===== config.mk =====
export PLATFORM = sky130hd
export DESIGN_NAME = wb_arbiter
export DESIGN_NICKNAME = d
export VERILOG_FILES = /design/src/rtl/wb_arbiter_pkg.sv /design/src/rtl/wb_slot.sv /design/src/rtl/wb_arbiter.sv
export SDC_FILE = /design/constraint.sdc
export NUM_CORES = 1
export LEC_CHECK = 0
export BUFFER_PORTS_ARGS = -buffer_cell sky130_fd_sc_hd__buf_2
export CORE_ASPECT_RATIO = 0.8
export CORE_MARGIN = 1
export CORE_UTILIZATION = 35
export DETAILED_ROUTE_END_ITERATION = 7
export PLACE_DENSITY = 0.6
export SLEW_MARGIN = 30
export SYNTH_ARGS = -nofsm -noshare
export SYNTH_HDL_FRONTEND = slang
export SYNTH_HIERARCHICAL = 1
export SYNTH_SLANG_ARGS = --single-unit
export TNS_END_PERCENT = 5

===== constraint.sdc =====
create_clock -name clk -period 3.8 [get_ports clk]
set_clock_uncertainty 0.15 [all_clocks]
set_input_delay 0.19 -clock clk [delete_from_list [all_inputs] [get_ports clk]]
set_output_delay 0.19 -clock clk [all_outputs]
set_load 0.01 [all_outputs]

===== src/rtl/wb_arbiter_pkg.sv =====
//------------------------------------------------------------------------------
// wb_arbiter_pkg : shared widths, source indices and round-robin helper
// Revision 1.0
//------------------------------------------------------------------------------
`default_nettype none

package wb_arbiter_pkg;
  localparam int LEN_REG_ADDR = 5;
  localparam int LEN_WORD     = 32;
  localparam int NUM_SRC      = 3;
  localparam int NUM_REG      = 1 << LEN_REG_ADDR;

  typedef logic [1:0]              src_idx_t;
  typedef logic [LEN_REG_ADDR-1:0] reg_addr_t;
  typedef logic [LEN_WORD-1:0]     word_t;

  localparam src_idx_t SRC_ALU = 2'd0;
  localparam src_idx_t SRC_LSU = 2'd1;
  localparam src_idx_t SRC_FPU = 2'd2;

  function automatic src_idx_t rr_next(input src_idx_t i);
    return (i == SRC_FPU) ? SRC_ALU : src_idx_t'(i + 2'd1);
  endfunction
endpackage

`default_nettype wire


===== src/rtl/wb_slot.sv =====
//------------------------------------------------------------------------------
// wb_slot : one-entry holding slot for a single result source
// Revision 1.0
//------------------------------------------------------------------------------
`default_nettype none

module wb_slot
  import wb_arbiter_pkg::*;
(
  input  logic      clk,
  input  logic      rstn,
  input  logic      i_valid,
  input  reg_addr_t i_addr,
  input  word_t     i_data,
  input  logic      i_grant,
  output logic      o_ready,
  output logic      o_occ,
  output reg_addr_t o_addr,
  output word_t     o_data
);

  logic      r_occ;
  reg_addr_t r_addr;
  word_t     r_data;

  // A slot being drained this cycle can accept its replacement at the same edge.
  assign o_ready = !r_occ || i_grant;

  always_ff @(posedge clk or negedge rstn) begin
    if (!rstn) begin
      r_occ  <= 1'b0;
      r_addr <= '0;
      r_data <= '0;
    end else if (i_valid && o_ready) begin
      r_occ  <= 1'b1;
      r_addr <= i_addr;
      r_data <= i_data;
    end else if (i_grant) begin
      r_occ  <= 1'b0;
    end
  end

  assign o_occ  = r_occ;
  assign o_addr = r_addr;
  assign o_data = r_data;

endmodule

`default_nettype wire


===== src/rtl/wb_arbiter.sv =====
//------------------------------------------------------------------------------
// wb_arbiter : 3-source round-robin writeback arbiter with pending scoreboard
// Optional macro WB_BYPASS_EN adds two combinational bypass read ports.
// Revision 1.0
//------------------------------------------------------------------------------
`default_nettype none

module wb_arbiter
  import wb_arbiter_pkg::*;
(
  input  logic                                  clk,
  input  logic                                  rstn,
  input  logic [NUM_SRC-1:0]                    s_valid,
  output logic [NUM_SRC-1:0]                    s_ready,
  input  logic [NUM_SRC-1:0][LEN_REG_ADDR-1:0]  s_addr,
  input  logic [NUM_SRC-1:0][LEN_WORD-1:0]      s_data,
  input  logic                                  iss_en,
  input  logic [LEN_REG_ADDR-1:0]               iss_addr,
`ifdef WB_BYPASS_EN
  input  logic [LEN_REG_ADDR-1:0]               byp_a1,
  input  logic [LEN_REG_ADDR-1:0]               byp_a2,
  output logic                                  byp_hit1,
  output logic                                  byp_hit2,
  output logic [LEN_WORD-1:0]                   byp_d1,
  output logic [LEN_WORD-1:0]                   byp_d2,
`endif
  output logic [LEN_REG_ADDR-1:0]               ard,
  output logic [LEN_WORD-1:0]                   drd,
  output logic [NUM_REG-1:0]                    pend
);

  logic [NUM_SRC-1:0] w_occ;
  logic [NUM_SRC-1:0] w_gnt;
  reg_addr_t          w_addr [NUM_SRC];
  word_t              w_data [NUM_SRC];

  src_idx_t           r_last;
  src_idx_t           w_c0, w_c1, w_c2;
  src_idx_t           w_gidx;
  logic               w_gany;

  reg_addr_t          r_ard;
  word_t              r_drd;
  logic [NUM_REG-1:0] r_pend;
  logic [NUM_REG-1:0] w_set, w_clr, w_pend_nxt;

  for (genvar g = 0; g < NUM_SRC; g++) begin : g_slot
    wb_slot u_slot (
      .clk     (clk),
      .rstn    (rstn),
      .i_valid (s_valid[g]),
      .i_addr  (s_addr[g]),
      .i_data  (s_data[g]),
      .i_grant (w_gnt[g]),
      .o_ready (s_ready[g]),
      .o_occ   (w_occ[g]),
      .o_addr  (w_addr[g]),
      .o_data  (w_data[g])
    );
  end

  // Candidate order for this cycle, starting just after the last winner.
  assign w_c0 = rr_next(r_last);
  assign w_c1 = rr_next(w_c0);
  assign w_c2 = rr_next(w_c1);

  always_comb begin
    w_gany = 1'b1;
    w_gidx = w_c0;
    if (w_occ[w_c0])      w_gidx = w_c0;
    else if (w_occ[w_c1]) w_gidx = w_c1;
    else if (w_occ[w_c2]) w_gidx = w_c2;
    else                  w_gany = 1'b0;
  end

  assign w_gnt = w_gany ? (NUM_SRC'(1) << w_gidx) : '0;

  // Set is OR-ed after clear so a same-cycle reservation survives the writeback.
  assign w_set      = (iss_en && (iss_addr != '0)) ? (NUM_REG'(1) << iss_addr) : '0;
  assign w_clr      = w_gany ? (NUM_REG'(1) << w_addr[w_gidx]) : '0;
  assign w_pend_nxt = ((r_pend & ~w_clr) | w_set) & ~NUM_REG'(1);

  always_ff @(posedge clk or negedge rstn) begin
    if (!rstn) begin
      r_ard  <= '0;
      r_drd  <= '0;
      r_pend <= '0;
      r_last <= SRC_FPU;
    end else begin
      r_pend <= w_pend_nxt;
      if (w_gany) begin
        r_ard  <= w_addr[w_gidx];
        r_drd  <= w_data[w_gidx];
        r_last <= w_gidx;
      end else begin
        r_ard  <= '0;
      end
    end
  end

  assign ard  = r_ard;
  assign drd  = r_drd;
  assign pend = r_pend;

`ifdef WB_BYPASS_EN
  assign byp_hit1 = (r_ard != '0) && (r_ard == byp_a1);
  assign byp_hit2 = (r_ard != '0) && (r_ard == byp_a2);
  assign byp_d1   = byp_hit1 ? r_drd : '0;
  assign byp_d2   = byp_hit2 ? r_drd : '0;
`endif

endmodule

`default_nettype wire


==> results.sh, run 1 <==
export IMPL_syn_area_um2=8520
export IMPL_synthCells=663
export IMPL_cts_resized=0
export IMPL_r2r_cells=6
export IMPL_synth_edf_count=0
export IMPL_critPathMaxFanout=37
export IMPL_gr_total_overflow=0
export IMPL_dr_wl_met2_mm=10.9
export IMPL_synthAdderAreaFrac_pct=0
export IMPL_die_w_um=176
export IMPL_dr_pass1_iters=6
export IMPL_relSlewSlack_pct=35.4
export IMPL_grt_start_max_net_pins=98
export IMPL_design_core_area_um2=23600
export IMPL_p_total_mw=10.6
export IMPL_ir_drop_mv=0.355
export IMPL_finalNetCount=1087
export IMPL_power_frac_seq_pct=33.8
export IMPL_grtUsageTotal_pct=19.7
export IMPL_wl_met3_mm=1.45
export IMPL_cts_buffers=17
export IMPL_wl_mm=24.0
export IMPL_synth_warning_count=6
export IMPL_path_clk_slew_ns=0.07
export IMPL_post_route_util_pct=48.6
export IMPL_r2r_end="g_slot[1].u_slot/o_data[16]"
export IMPL_synth_fp_nets=785
export IMPL_yosys_area_top_type="dfrtp_1"
export IMPL_grt_pass1_wl_mm=37.9
export IMPL_crit_required_ns=3.97
export IMPL_muxShareOfSynthArea_pct=18.6
export IMPL_top_layer="met4"
export IMPL_r2r_slack_ns=0.89
export IMPL_power_leakage_nw=5.36
export IMPL_wire_per_inst_um=18.6
export IMPL_slowest_delay_ns=0.60
export IMPL_slowest_stage="dfrtp_1"
export IMPL_syn_mean_instance_area_um2=12.9
export IMPL_postSynthRegisterBits=184
export IMPL_synth_top_family_by_area="multiplexers"
export IMPL_ant_nets=0
export IMPL_antenna_cells=0
export IMPL_io_buffers=192
export IMPL_yosysTopAreaCellShare_pct=53.7
export IMPL_drive_gt1_share_pct=37.3
export IMPL_ctsRootBufferMaster="clkbuf_16"
export IMPL_power_frac_comb_pct=48.7
export IMPL_syn2layout_area_growth_pct=34.8
export IMPL_io_pins=194
export IMPL_clk_latency_ns=0.44
export IMPL_ys_types=40
export IMPL_gp_congestion=0.803
export IMPL_clockPowerShare_pct=17.4
export IMPL_drv_slew=0
export IMPL_ys_seq_area_share_pct=54.0
export IMPL_finalHoldViolCount=0
export IMPL_drtIter0Drc=503
export IMPL_setup_worst_path_class="reg2reg"
export IMPL_finalCritPeriodShare_pct=76.7
export IMPL_fin_crit_ns=2.91
export IMPL_endpoint="g_slot[1].u_slot/o_data[16]"
export IMPL_synthXorXnorAreaFrac_pct=0
export IMPL_internal_power_mw=6.52
export IMPL_rsz0062_at_grt="false"
export IMPL_cts_tree="yes"
export IMPL_synthSimpleGateAreaFrac_pct=8.07
export IMPL_switching_share_pct=38.6
export IMPL_synthFlopType="dfrtp_1"
export IMPL_setup_violations=0
export IMPL_powerDensity_nw_per_um2=924
export IMPL_power_switching_mw=4.10
export IMPL_async_reset_ff_share_pct=100
export IMPL_tightest_slew_ns=0.964
export IMPL_vias_per_cell=5.12
export IMPL_die_area_um2=25000
export IMPL_num_vias=6610
export IMPL_dp_hpwl_mm=15.3
export IMPL_h_tree_depth=4
export IMPL_layout_common_cells="buf_2, dfrtp_1, dlygate4sd3_1"
export IMPL_rows=50
export IMPL_cts_sinks=184
export IMPL_antenna_found_initial=0
export IMPL_die_h_um=142
export IMPL_status="finished, final reports clean"
export IMPL_cts_buffer_depth=2
export IMPL_crit_chain="nor2b_1, a22o_2, and2_1, nand2b_4, nand2_4, mux2_4"
export IMPL_drc=0
export IMPL_initial_utilization_pct=36.0
export IMPL_timing_hold_ws_ns=0.0270
export IMPL_hp_class="in2reg"
export IMPL_tns_ns=0
export IMPL_wl_met1_mm=11.3
export IMPL_max_cap_violations=0
export IMPL_crit_start="g_slot[1].u_slot/o_occ"
export IMPL_fmax_ghz=0.343
export IMPL_first_global_vias=6753
export IMPL_rr_startpoint="g_slot[1].u_slot/o_occ"
export IMPL_synth_compound_area_share_pct=13.9
export IMPL_cp_start_kind="register"
export IMPL_post_cts_buffers=0
export IMPL_final_common_cell="buf_2"
export IMPL_end_kind="register"
export IMPL_cp_data_arrival_time_ns=3.08
export IMPL_synthTopCellsByArea="dfrtp_1, mux2_4, a222oi_1"
cells by family (layout without fill, tap and decap cells):
family | count (synthesis) | count (layout)
other cells | 1 | 1
mux | 111 | 111
compound gates | 162 | 162
simple gates | 135 | 135
flops | 184 | 184
buf+inv | 70 | 385
worst min-delay path by stage:
stage,start,endpoint,slack (ns),cells after the start
after detailed placement,rstn,drd[15],0.20,1
after global routing,iss_addr[1],pend[4],0.06,4
after global placement,rstn,drd[15],0.20,1
final,iss_addr[1],pend[4],0.03,4
after CTS,iss_addr[1],pend[4],0.002,4
after floorplan,rstn,ard[0],-0.26,0
synth_stat cells (4+ instances only):
cell	count
nand2_1	37
a211oi_1	6
nand2b_4	4
nand3_1	15
a21oi_1	34
buf_1	5
o21ai_0	17
clkbuf_1	19
buf_2	7
nor3b_1	10
inv_1	23
a222oi_1	36
buf_6	4
dfrtp_1	183
a22o_1	4
and2_1	6
nor2_1	44
mux2_2	21
o41ai_1	15
o211ai_1	21
mux2_4	90
buf_12	9
nor2b_1	4
o21ai_1	14
a32oi_1	8
cell type report:
type / instances / area (um2)
Clock buffer: 19 / 453
Clock inverter: 13 / 158
Fill cell: 2140 / 12200
Inverter: 23 / 86.3
Multi-Input combinational cell: 409 / 3460
Sequential cell: 184 / 4610
Tap cell: 312 / 390
Timing Repair Buffer: 330 / 2330
registers in the layout (all words and copies together) (netlist names):
signal	count
ard	5
drd	32
g_slot.u_slot/o_addr	15
g_slot.u_slot/o_data	96
g_slot.u_slot/o_occ	3
pend	31
r_last	2
metrics by stage:
step / instance area [um2] / setup slack [ns] / cells
floorplan: 8520 / 1.13 / 663
global placement: 9680 / 0.923 / 1138
detailed placement: 9680 / 0.871 / 1139
CTS: 11500 / 0.851 / 1290
global route: 11500 / 0.626 / 1290
finish: 11500 / 0.886 / 1290
power by group through the flow:
stage / logic [mW] / registers, mW / clock network, mW
floorplan: 3.84 / 3.51 / 0
global placement: 4.97 / 3.59 / 0
detailed placement: 5.09 / 3.59 / 0
CTS: 5.19 / 3.58 / 1.90
global route: 5.63 / 3.71 / 1.97
finish: 5.17 / 3.59 / 1.85
layer usage:
layer  vias to the layer above  GRT usage (%)
met5                         -              0
met4                         0           5.44
met3                        21           4.64
met2                       209           29.7
met1                      3330           28.3
li1                       3050              -
critical path: cells and delay by family (launching register included):
kind / cells / cell delay, ns
DFF: 1 / 0.60
muxes: 1 / 0.46
and+or+nand+nor: 4 / 1.11
AOI/OAI and AO/OA: 1 / 0.45
timing repair:
item / 4_1_cts / 5_1_grt
hold buffers: 119 / 0
setup endpoints to repair: 0 / 0
hold endpoints to repair: 210 / 0
Note: power is estimated with default switching activity, not from simulation.
==> inputs of run 2 (changes only) <==
Settings changed: PLACE_DENSITY 0.6 to 0.62.
Clock period 3.8 ns to 2.55 ns, I/O delays scaled along.
==> run 2 against run 1 <==
Compared with the run above: clock power grew 45%; register-to-register slack lost 0.78 ns; sequential power grew 48%; power grew 53%; via count grew 2.2%; cell count grew 1.9%; combinational power grew 59%; die area is the same; clock-buffer cell count shrank 2; setup slack lost 0.78 ns; critical path depth is the same; critical endpoint is now pend[28].
==> results.sh, run 2 (synthesis gave the netlist of run 1 again) <==
export IMPL_status="finished, final reports clean"
export IMPL_post_cts_buffers=0
export IMPL_path_clk_slew_ns=0.07
export IMPL_dr_pass1_iters=5
export IMPL_end_kind="register"
export IMPL_layout_common_cells="buf_2, dfrtp_1, dlygate4sd3_1"
export IMPL_internal_power_mw=9.89
export IMPL_cts_tree="yes"
export IMPL_fin_crit_ns=2.45
export IMPL_slowest_stage="a222oi_1"
export IMPL_rr_startpoint="g_slot[0].u_slot/o_occ"
export IMPL_cts_buffer_depth=2
export IMPL_io_pins=194
export IMPL_switching_share_pct=39.0
export IMPL_cts_buffers=17
export IMPL_power_leakage_nw=5.49
export IMPL_gr_total_overflow=0
export IMPL_num_vias=6757
export IMPL_rows=50
export IMPL_io_buffers=192
export IMPL_setup_worst_path_class="reg2reg"
export IMPL_powerDensity_nw_per_um2=1380
export IMPL_first_global_vias=6951
export IMPL_setup_violations=0
export IMPL_ant_nets=0
export IMPL_cp_data_arrival_time_ns=2.64
export IMPL_fmax_ghz=0.409
export IMPL_wire_per_inst_um=18.7
export IMPL_cts_sinks=184
export IMPL_dp_hpwl_mm=15.9
export IMPL_post_route_util_pct=49.6
export IMPL_ir_drop_mv=0.724
export IMPL_crit_required_ns=2.74
export IMPL_vias_per_cell=5.14
export IMPL_die_h_um=142
export IMPL_die_area_um2=25000
export IMPL_cp_start_kind="register"
export IMPL_clk_latency_ns=0.43
export IMPL_drtIter0Drc=679
export IMPL_power_frac_seq_pct=32.8
export IMPL_tightest_slew_ns=0.762
export IMPL_path_buf_inv=1
export IMPL_critPathMaxFanout=10
export IMPL_relSlewSlack_pct=49.1
export IMPL_crit_chain="o21bai_1, a22o_2, a222oi_1, buf_4, o21ai_0, o211ai_1"
export IMPL_finalCritPeriodShare_pct=95.9
export IMPL_grt_pass1_wl_mm=38.4
export IMPL_grtUsageTotal_pct=20.1
export IMPL_syn2layout_area_growth_pct=37.6
export IMPL_drv_slew=0
export IMPL_die_w_um=176
export IMPL_hp_class="in2async"
export IMPL_clockPowerShare_pct=16.6
export IMPL_grt_start_max_net_pins=66
export IMPL_gp_congestion=0.876
export IMPL_power_frac_comb_pct=50.6
export IMPL_tns_ns=0
export IMPL_p_total_mw=16.2
export IMPL_final_common_cell="buf_2"
export IMPL_h_tree_depth=4
export IMPL_finalNetCount=1111
export IMPL_fill_cells=2121
export IMPL_drive_gt1_share_pct=38.7
export IMPL_antenna_found_initial=0
export IMPL_design_core_area_um2=23600
export IMPL_drc=0
export IMPL_crit_start="g_slot[0].u_slot/o_occ"
export IMPL_power_switching_mw=6.32
export IMPL_wl_mm=24.6
export IMPL_largest_reg_flops=96
export IMPL_antenna_cells=0
export IMPL_worst_slack_ns=0.103
export IMPL_slowest_delay_ns=0.58
export IMPL_pre_cts_slack_ns=0.0989
export IMPL_finalHoldViolCount=0
export IMPL_max_cap_violations=0
export IMPL_initial_utilization_pct=36.0
export IMPL_ctsRootBufferMaster="clkbuf_16"
export IMPL_crit_family="compound AO/OA/AOI/OAI gates"
export IMPL_rsz0062_at_grt="false"
==> run 2: power by group through the flow <==
stage          Combinational, mW  Clock, mW  Sequential [mW]
2_1_floorplan               5.74          0             5.23
3_3_place_gp                7.82          0             5.30
3_5_place_dp                8.02          0             5.30
4_1_cts                     8.18       2.76             5.29
5_1_grt                     8.85       2.89             5.47
6_report                    8.20       2.69             5.32
==> run 2: through the flow <==
stage,std cells,hold slack [ns],cell area [um2]
after global placement,1157,-0.0316,9870
final,1314,0.0569,11700
after floorplan,663,-0.318,8530
after detailed placement,1157,-0.0361,9870
after global routing,1314,0.0577,11700
after CTS,1314,0.0236,11700
==> run 2: cell type report <==
type | count | area, um2 | share of cell area, %
repair buffers | 354 | 2570 | 21.9
inverters | 23 | 86.3 | 0.736
well taps | 312 | 390 | 3.33
clock buffers | 17 | 425 | 3.63
multi-input cells | 409 | 3470 | 29.6
flip-flops and latches | 184 | 4610 | 39.3
clock inverters | 15 | 173 | 1.47
==> run 2: routing by layer <==
| layer | vias up | GRT usage [%] | wire length, um |
|---|---|---|---|
| met1 | 3378 | 28.7 | 11400 |
| li1 | 3108 | - | - |
| met4 | 0 | 5.94 | 365 |
| met2 | 241 | 30.8 | 11400 |
| met3 | 30 | 3.99 | 1410 |
| met5 | - | 0 | 0 |
==> run 2: worst reg2reg max path, stage by stage (launching register included) <==
cell	delay, ns
dfrtp_1	0.49
o21bai_1	0.29
a22o_2	0.32
a222oi_1	0.58
buf_4	0.29
o21ai_0	0.13
o211ai_1	0.11
==> run 2: final timing paths <==
kind	end	slack (ns)	cells after the start
setup / recovery	pend[28]	0.10	6
hold / removal	g_slot[1].u_slot/o_data[15]	0.06	2
setup reg to reg	pend[28]	0.10	6
hold reg to reg	g_slot[1].u_slot/o_data[0]	0.36	1
max in group asynchronous	r_last[1]	1.36	3
min in group clk	pend[14]	0.06	5
==> run 2: timing repair <==
action / in CTS / in global routing
endpoints found under the hold margin: 259 / 0
hold buffers: 125 / 0
gates resized for setup: 0 / 3
setup endpoints to repair: 0 / 12
